### src/rtl/seg7_scan_if.sv
// Bundle between the register/counter logic (master) and the 7-segment scan
// controller (slave): frame load strobe, scan enable and display-side outputs.
interface seg7_scan_if #(
  parameter int N_DIGITS = 4
);
  logic                    en;
  logic                    load;
  logic [4*N_DIGITS-1:0]   digits_in;
  logic [3:0]              bcd_out;
  logic [N_DIGITS-1:0]     an_n;
  logic                    frame_done;

  modport master (
    output en, load, digits_in,
    input  bcd_out, an_n, frame_done
  );

  modport slave (
    input  en, load, digits_in,
    output bcd_out, an_n, frame_done
  );
endinterface

### src/rtl/seg7_scan_ctrl.sv
// Time-multiplexed scan controller for an N-digit common-anode 7-segment display.
// Define SEG7_LZS_EN to enable leading-zero suppression of the displayed frame.
module seg7_scan_ctrl #(
  parameter int N_DIGITS     = 4,
  parameter int DIGIT_CYCLES = 50000,
  parameter int BLANK_CYCLES = 500
) (
  input  logic         clk,
  input  logic         rst_n,
  seg7_scan_if.slave   bus
);
  localparam int CNT_W = (DIGIT_CYCLES > 1) ? $clog2(DIGIT_CYCLES) : 1;
  localparam int SEL_W = $clog2(N_DIGITS);

  typedef enum logic [1:0] {S_IDLE, S_BLANK, S_ON} state_t;

  state_t                state_q, state_d;
  logic [SEL_W-1:0]      sel_q, sel_d;
  logic [CNT_W-1:0]      cnt_q, cnt_d;
  logic [4*N_DIGITS-1:0] active_q, active_d;
  logic [4*N_DIGITS-1:0] staging_q, staging_d;
  logic                  pending_q, pending_d;
  logic [3:0]            bcd_q, bcd_d;
  logic [N_DIGITS-1:0]   an_n_q, an_n_d;
  logic                  frame_done_q, frame_done_d;
  logic [N_DIGITS-1:0]   supp_d;
  logic                  swap;
  logic                  lit;

  // Slot timing: cnt runs 0..DIGIT_CYCLES-1 across the blank and on phases.
  always_comb begin
    state_d = state_q;
    sel_d   = sel_q;
    cnt_d   = cnt_q;
    swap    = 1'b0;
    if (!bus.en) begin
      state_d = S_IDLE;
      sel_d   = '0;
      cnt_d   = '0;
    end else begin
      case (state_q)
        S_IDLE: begin
          state_d = S_BLANK;
          sel_d   = '0;
          cnt_d   = '0;
          swap    = 1'b1;
        end
        S_BLANK: begin
          cnt_d = cnt_q + CNT_W'(1);
          if (cnt_q == CNT_W'(BLANK_CYCLES - 1)) state_d = S_ON;
        end
        S_ON: begin
          if (cnt_q == CNT_W'(DIGIT_CYCLES - 1)) begin
            state_d = S_BLANK;
            cnt_d   = '0;
            if (sel_q == SEL_W'(N_DIGITS - 1)) begin
              sel_d = '0;
              swap  = 1'b1;
            end else begin
              sel_d = sel_q + SEL_W'(1);
            end
          end else begin
            cnt_d = cnt_q + CNT_W'(1);
          end
        end
        default: state_d = S_IDLE;
      endcase
    end
  end

  // A load coinciding with the frame-start swap bypasses staging into active.
  always_comb begin
    staging_d = bus.load ? bus.digits_in : staging_q;
    pending_d = swap ? 1'b0 : (bus.load | pending_q);
    active_d  = active_q;
    if (swap) active_d = bus.load ? bus.digits_in : staging_q;
  end

`ifdef SEG7_LZS_EN
  logic [N_DIGITS-1:0] supp_q;
  logic [N_DIGITS-1:0] supp_calc;
  logic                zero_run;

  always_comb begin
    zero_run  = 1'b1;
    supp_calc = '0;
    for (int i = N_DIGITS - 1; i >= 1; i--) begin
      zero_run     = zero_run && (active_d[4*i +: 4] == 4'd0);
      supp_calc[i] = zero_run;
    end
    supp_d = swap ? supp_calc : supp_q;
  end

  always_ff @(posedge clk or negedge rst_n) begin
    if (!rst_n) supp_q <= '0;
    else        supp_q <= supp_d;
  end
`else
  assign supp_d = '0;
`endif

  // Outputs are derived from the next state so they are registered with it.
  always_comb begin
    bcd_d = bcd_q;
    if (state_d == S_BLANK && state_q != S_BLANK)
      bcd_d = active_d[4*int'(sel_d) +: 4];
    lit          = (state_d == S_ON) && (bcd_d <= 4'd9) && !supp_d[sel_d];
    an_n_d       = lit ? ~(N_DIGITS'(1) << sel_d) : '1;
    frame_done_d = (state_d == S_ON) && (cnt_d == CNT_W'(DIGIT_CYCLES - 1)) &&
                   (sel_d == SEL_W'(N_DIGITS - 1));
  end

  always_ff @(posedge clk or negedge rst_n) begin
    if (!rst_n) begin
      state_q      <= S_IDLE;
      sel_q        <= '0;
      cnt_q        <= '0;
      active_q     <= '0;
      staging_q    <= '0;
      pending_q    <= 1'b0;
      bcd_q        <= 4'd0;
      an_n_q       <= '1;
      frame_done_q <= 1'b0;
    end else begin
      state_q      <= state_d;
      sel_q        <= sel_d;
      cnt_q        <= cnt_d;
      active_q     <= active_d;
      staging_q    <= staging_d;
      pending_q    <= pending_d;
      bcd_q        <= bcd_d;
      an_n_q       <= an_n_d;
      frame_done_q <= frame_done_d;
    end
  end

  assign bus.bcd_out    = bcd_q;
  assign bus.an_n       = an_n_q;
  assign bus.frame_done = frame_done_q;

endmodule

### src/flat_wrapper.sv
// flat-port wrapper written by rule: the top's interface ports become plain ports
module seg7_scan_ctrl_flat 
#(
  parameter int N_DIGITS     = 4,
  parameter int DIGIT_CYCLES = 50000,
  parameter int BLANK_CYCLES = 500
)
  (clk, rst_n, bus_en, bus_load, bus_digits_in, bus_bcd_out, bus_an_n, bus_frame_done);
  seg7_scan_if #(.N_DIGITS(N_DIGITS)) bus_i ();
  input  logic clk;
  input  logic rst_n;
  input wire logic [$bits(bus_i.en)-1:0] bus_en;
  input wire logic [$bits(bus_i.load)-1:0] bus_load;
  input wire logic [$bits(bus_i.digits_in)-1:0] bus_digits_in;
  output wire logic [$bits(bus_i.bcd_out)-1:0] bus_bcd_out;
  output wire logic [$bits(bus_i.an_n)-1:0] bus_an_n;
  output wire logic [$bits(bus_i.frame_done)-1:0] bus_frame_done;
  assign bus_i.en = bus_en;
  assign bus_i.load = bus_load;
  assign bus_i.digits_in = bus_digits_in;
  assign bus_bcd_out = bus_i.bcd_out;
  assign bus_an_n = bus_i.an_n;
  assign bus_frame_done = bus_i.frame_done;
  seg7_scan_ctrl #(.N_DIGITS(N_DIGITS), .DIGIT_CYCLES(DIGIT_CYCLES), .BLANK_CYCLES(BLANK_CYCLES)) u_core (.clk(clk), .rst_n(rst_n), .bus(bus_i));
endmodule
### config.mk
export PLATFORM = sky130hd
export DESIGN_NAME = seg7_scan_ctrl_flat
export DESIGN_NICKNAME = d
export VERILOG_FILES = /design/src/rtl/seg7_scan_if.sv /design/src/rtl/seg7_scan_ctrl.sv /design/src/flat_wrapper.sv
export SDC_FILE = /design/constraint.sdc
export NUM_CORES = 1
export LEC_CHECK = 0
export BUFFER_PORTS_ARGS = -buffer_cell sky130_fd_sc_hd__buf_2
export CAP_MARGIN = 5
export CORE_ASPECT_RATIO = 1.2
export CORE_MARGIN = 1
export CORE_UTILIZATION = 30
export DETAILED_ROUTE_END_ITERATION = 10
export GPL_TIMING_DRIVEN = 0
export SLEW_MARGIN = 20
export SYNTH_ARGS = -nofsm -noshare
export SYNTH_HDL_FRONTEND = slang
export SYNTH_SLANG_ARGS = --single-unit
### constraint.sdc
create_clock -name clk -period 3.01 [get_ports clk]
set_clock_uncertainty 0.05 [all_clocks]
set_input_delay 0.1505 -clock clk [delete_from_list [all_inputs] [get_ports clk]]
set_output_delay 0.1505 -clock clk [all_outputs]
set_load 0.05 [all_outputs]
Yosys cells after proc, flatten, opt, wreduce, memory -nomap -nowiden
Index checks and enable logic that the tools add are counted.
{"block": "op_classes", "n_lt_le_gt_ge": 2, "mux": 21, "add_sub_neg": 2, "reduce_logical": 7, "shifts": 2, "eq_ne": 10, "n_bitwise": 1}
{"cell": "2-to-1 mux 16 bit", "n": 4}
{"cell": "one-hot mux 16 bit (3 select lines)", "n": 1}
{"cell": "== test 16 bit, second input constant", "n": 2}
{"cell": "adder 16 x 1 -> 16 bit, second input constant", "n": 1}
{"cell": "== test 16 x 9 -> 1 bit, second input constant", "n": 1}
{"cell": "indexed part select 16 x 5 -> 4 bit", "n": 1}
{"cell": "2-to-1 mux 2 bit", "n": 6}
{"cell": "== test 2 bit, second input constant", "n": 4}
{"cell": "2-to-1 mux 4 bit", "n": 2}
{"cell": "one-hot mux 2 bit (3 select lines)", "n": 1}
{"cell": "logical AND 1 bit", "n": 5}
{"cell": "== test 2 x 1 -> 1 bit, second input constant", "n": 2}
{"cell": "<= comparator 4 bit, second input constant", "n": 1}
{"cell": "2-to-1 mux 1 bit", "n": 4}
{"cell": "NOT 4 bit", "n": 1}
{"cell": "one-hot mux 2 bit (2 select lines)", "n": 1}
{"cell": "<< shifter 1 x 2 -> 4 bit, first input constant", "n": 1}
{"cell": "< comparator 2 x 3 -> 1 bit, second input constant", "n": 1}
{"cell": "adder 2 x 1 -> 2 bit, second input constant", "n": 1}
{"cell": "binary-select mux 1 bit (select 2 bit)", "n": 1}
{"cell": "zero test 2 bit", "n": 1}
{"cell": "!= test 2 x 1 -> 1 bit, second input constant", "n": 1}
{"cell": "one-hot mux 1 bit (2 select lines)", "n": 1}
{"cell": "zero test 1 bit", "n": 1}
{"block": "word_totals", "out_inout_bits": 9, "regBits": 61}

Longest topological paths before layout
{"block": "logic_depth", "ltp_word": 12, "depth_mapped": 11}

Least setup slack after synthesis
Ideal clock, no wire load.
{"block": "synth_path", "path_kind": "register -> register", "start": "reg u_core.cnt_q[0]", "end": "reg u_core.an_n_q[2] (netlist: u_core.bus.an_n[2])", "path_buffers": 2, "arrival_time_ps": 2516, "stages_incl_launch_ff": 12, "setup_ps": 66, "slack_ps": 378, "t_required_ps": 2894, "synth_period_minus_slack_ps": 2632, "cell_sequence": "dfrtp_1 ha_1 nor4bb_1 and4_1 buf_6 mux2_4 nand2_2 buf_6 a21oi_1 or4_4 o2bb2ai_2 nand4_1"}
{"block": "synth_between", "elab_cells_between_ends": 27, "classes_between": "order compare: 1; eq/ne: 4; shift: 2; mux: 15; bitwise: 1; reduce/logical: 4"}
{"element": "start, declared", "line": "seg7_scan_ctrl.sv:19", "source": "logic [CNT_W-1:0] cnt_q, cnt_d;"}
{"element": "start signal, assigned", "line": "seg7_scan_ctrl.sv:127", "source": "cnt_q <= cnt_d;"}
{"element": "== test 16 bit (*)", "line": "seg7_scan_ctrl.sv:53", "source": "if (cnt_q == CNT_W'(DIGIT_CYCLES - 1)) begin"}
{"element": "2-to-1 mux 2 bit (*)", "line": "seg7_scan_ctrl.sv:53"}
{"element": "one-hot mux 2 bit (2 select lines) (*)", "line": "seg7_scan_ctrl.sv:41", "source": "case (state_q)"}
{"element": "2-to-1 mux 2 bit (*)", "line": "seg7_scan_ctrl.sv:36", "source": "if (!bus.en) begin"}
{"element": "net u_core.sel_d[1]", "line": "seg7_scan_ctrl.sv:18", "source": "logic [SEL_W-1:0] sel_q, sel_d;"}
{"element": "indexed part select 16 x 5 -> 4 bit", "line": "seg7_scan_ctrl.sv:106", "source": "bcd_d = active_d[4*int'(sel_d) +: 4];"}
{"element": "2-to-1 mux 4 bit", "line": "seg7_scan_ctrl.sv:105", "source": "if (state_d == S_BLANK && state_q != S_BLANK)"}
{"element": "<= comparator 4 bit", "line": "seg7_scan_ctrl.sv:107", "source": "lit = (state_d == S_ON) && (bcd_d <= 4'd9) && !supp_d[sel_d];"}
{"element": "logical AND 1 bit (2 in series)", "line": "seg7_scan_ctrl.sv:107"}
{"element": "2-to-1 mux 4 bit (*)", "line": "seg7_scan_ctrl.sv:108", "source": "an_n_d = lit ? ~(N_DIGITS'(1) << sel_d) : '1;"}
{"element": "net u_core.an_n_d[2]", "line": "seg7_scan_ctrl.sv:24", "source": "logic [N_DIGITS-1:0] an_n_q, an_n_d;"}
{"element": "end signal, assigned", "line": "seg7_scan_ctrl.sv:132", "source": "an_n_q <= an_n_d;"}
{"element": "end, declared", "line": "seg7_scan_ctrl.sv:24"}
Mark *: on every way through the listed nets, which the timed path passes. The rest lies on a longest branch. The select of a mux whose other input is x is not followed.

Worst setup path after layout
{"block": "layout_path", "start": "reg u_core.cnt_q[0]", "end": "reg u_core.an_n_q[3] (netlist: u_core.bus.an_n[3])"}
The elaborated chain is that of the path after synthesis.

==> flow_metrics.env <==
export IMPL_grt_pass1_wl_mm=10.5
export IMPL_antenna_found_initial=0
export IMPL_place_congestion=0.817
export IMPL_cts_buffers=9
export IMPL_cts_path_max_buffers=2
export IMPL_synth_area_leaders="dfrtp_1 47%, mux2_2 7.8%, nor2_1 7.3%"
export IMPL_synthesis_area_sq_um=3040
export IMPL_yosysTopAreaCell="dfrtp_1"
export IMPL_max_slew_margin=0.507
export IMPL_outcome="complete, no violations"
export IMPL_cts_clk_slew_worst_paths_ns=0.05
export IMPL_synth_seq_cells=61
export IMPL_register_area_sq_um=1530
export IMPL_slew_viol_final=0
export IMPL_cap_violations=0
export IMPL_yosys_most_used_dff="dfrtp_1"
export IMPL_synth_distinct_cells=50
export IMPL_portBuffers=27
export IMPL_cp_end_kind="register"
export IMPL_total_power_uw=2150
export IMPL_layout_drive_gt1_share=0.266
export IMPL_hold_violations=0
export IMPL_leakage_uw=0.00151
export IMPL_irDropWorstVdd_uv=231
export IMPL_syn_inst=291
export IMPL_worstMarginPinSlew_ns=0.739
export IMPL_fin_crit_ns=2.84
export IMPL_io_pins=29
export IMPL_max_freq_mhz=352
export IMPL_avgViaCountPerCell=4.96
export IMPL_cp_required_ns=3.22
export IMPL_wire_per_inst_um=13.9
export IMPL_worstPathArrival_ns=3.05
export IMPL_nets=352
export IMPL_drt_iter0_markers=81
export IMPL_rsz0062_at_grt="false"
export IMPL_startpoint_type="register"
export IMPL_grtUsageTotal=0.130
export IMPL_multi_input_area_sq_um=1430
export IMPL_hpwlAfterDp_mm=4.68
export IMPL_ant_nets=0
export IMPL_async_flop_share=1.00
export IMPL_clock_sinks=61
export IMPL_syn_nets=313
export IMPL_hold_class="in2reg"
export IMPL_cts_tree="built"
export IMPL_wl_mm=6.36
export IMPL_yosys_area_top_type_share=0.470
export IMPL_grt_pass1_vias=2229
export IMPL_core_sq_um=9660
export IMPL_ys_seq_area_frac=0.504
export IMPL_synth_warnings=0
export IMPL_synth_edff_count=0
export IMPL_num_fill_cells=968
export IMPL_h_tree_depth=3
export IMPL_cts_root_buf="clkbuf_16"
export IMPL_grt_overflow=0
export IMPL_rows=39
export IMPL_fp_dieH_um=112
export IMPL_grt_max_degree=62
export IMPL_p_per_area_nw_per_um2=591
export IMPL_clock_latency_ns=0.33
export IMPL_die_area_sq_um=10500
export IMPL_area_growth_pct=19.9
export IMPL_setup_violations=0
export IMPL_diodes=0
export IMPL_die_x_um=93.8
export IMPL_syn_area_per_cell_sq_um=10.4
export IMPL_fin_crit_sh=0.943
export IMPL_drtPass1Iterations=4
export IMPL_drc_errors=0
export IMPL_worstSetupPathType="reg2reg"
export IMPL_cp_max_fo=10
export IMPL_start_util=0.314
export IMPL_vias=2270
export IMPL_setup_tns_ns=0
==> sequential cells by signal (all words and copies together), names as in the netlist <==
register,flops
u_core.bus.frame_done,1
u_core.cnt_q,16
u_core.sel_q,2
u_core.staging_q,16
u_core.bus.bcd_out,4
u_core.active_q,16
u_core.state_q,2
u_core.bus.an_n,4
==> where the power goes <==
| group | internal, uW | switching [uW] | total, uW |
|---|---|---|---|
| logic | 93.2 | 138 | 231 |
| registers | 888 | 31.0 | 919 |
| clock network | 659 | 343 | 1000 |
| total | 1640 | 512 | 2150 |
==> Yosys cell counts, drive strengths merged (4+ instances only) <==
cell type,instances
xnor2,5
clkbuf,6
a21oi,7
o21ai,8
nand2b,5
nand3,14
nand2,21
buf,6
xor2,9
o21a,5
dfrtp,57
and3,4
mux2,22
nand4,8
nor3,4
dfstp,4
and4,6
nor2,60
==> layout by cell type (no fill, tap or decap), drive strengths merged, types with 2 or more instances in the layout <==
| master | instances |
|---|---|
| nor3 | 4 |
| a31o | 2 |
| nand3 | 14 |
| o21a | 5 |
| o21ai | 8 |
| ha | 2 |
| nor2 | 60 |
| clkinv | 2 |
| inv | 3 |
| nand2 | 21 |
| nor3b | 2 |
| xor2 | 9 |
| nor2b | 3 |
| o211ai | 3 |
| buf | 33 |
| a31oi | 3 |
| and4 | 6 |
| o31ai | 3 |
| clkbuf | 18 |
| nor4 | 3 |
| mux2 | 22 |
| a21oi | 7 |
| a32o | 2 |
| o2bb2ai | 2 |
| nand2b | 5 |
| mux2i | 2 |
| dfrtp | 57 |
| dfstp | 4 |
| xnor2 | 5 |
| nand4 | 8 |
| a2bb2oi | 2 |
| and3 | 4 |
==> through the flow <==
stage	hold slack (ns)	util	std cells	instance area, sq um	setup WS, ns
6_report	0.0235	0.377	458	3640	0.171
5_1_grt	0.0215	0.377	458	3640	0.0124
4_1_cts	0.0215	0.377	458	3640	0.0430
3_5_place_dp	0.225	0.344	441	3330	0.00286
3_3_place_gp	0.352	0.344	441	3330	0.0284
2_1_floorplan	-0.195	-	291	3040	0.378
==> path summary, 6_finish.rpt <==
path / from / to / slack [ns] / cells after the start
max in group asynchronous: rst_n / u_core.cnt_q[0] / 2.00 / 2
min in group asynchronous: rst_n / u_core.staging_q[12] / 0.39 / 2
worst min register to register: u_core.staging_q[3] / u_core.staging_q[3] / 0.44 / 1
worst max register to register: u_core.cnt_q[0] / u_core.bus.an_n[3] / 0.17 / 11
worst max-delay path: u_core.cnt_q[0] / u_core.bus.an_n[3] / 0.17 / 11
worst min-delay path: bus_digits_in[9] / u_core.staging_q[9] / 0.02 / 2
==> layout make-up <==
cell class	count	area share
clock buffer	12	0.0677
multi-input combinational	215	0.392
timing repair buffer	28	0.0405
inverter	3	0.00309
clock inverter	4	0.0131
buffer	12	0.0210
sequential	61	0.421
tap	123	0.0423
==> what timing repair did <==
item                                    CTS  global route
buffers inserted                          0             0
endpoints found under the setup margin    2             5
resized for setup                         1             2
hold buffers                              1             0
hold endpoints to repair                 57             0
==> cells by family after synthesis <==
| kind of cell | after synthesis | share of synthesized area |
|---|---|---|
| multiplexers | 24 | 0.0894 |
| AO/OA/AOI/OAI | 39 | 0.101 |
| AND/OR/NAND/NOR | 136 | 0.227 |
| flip-flops | 61 | 0.504 |
| buffers and inverters | 15 | 0.0288 |
| XOR/XNOR | 14 | 0.0404 |
| adder cells (fa/ha/maj) | 2 | 0.00824 |
==> routing by layer <==
metal | global-route usage | wire [um] | vias to the layer above
met5 | 0 | 0 | -
met4 | 0.0728 | 234 | 0
met3 | 0.0346 | 271 | 19
met2 | 0.212 | 3080 | 49
met1 | 0.154 | 2780 | 1097
li1 | - | - | 1105
==> critical path, stage by stage, from the launching register on <==
cell and delay (ns):
dfrtp_2 0.43, ha_2 0.27, nor4bb_2 0.27, and4_1 0.25, buf_6 0.13, mux2_4 0.33
nand2_2 0.08, buf_6 0.15, a21oi_1 0.10, or4_4 0.43, o2bb2ai_2 0.16, nand4_1 0.11
No activity file was read; power rests on OpenSTA's default activity.
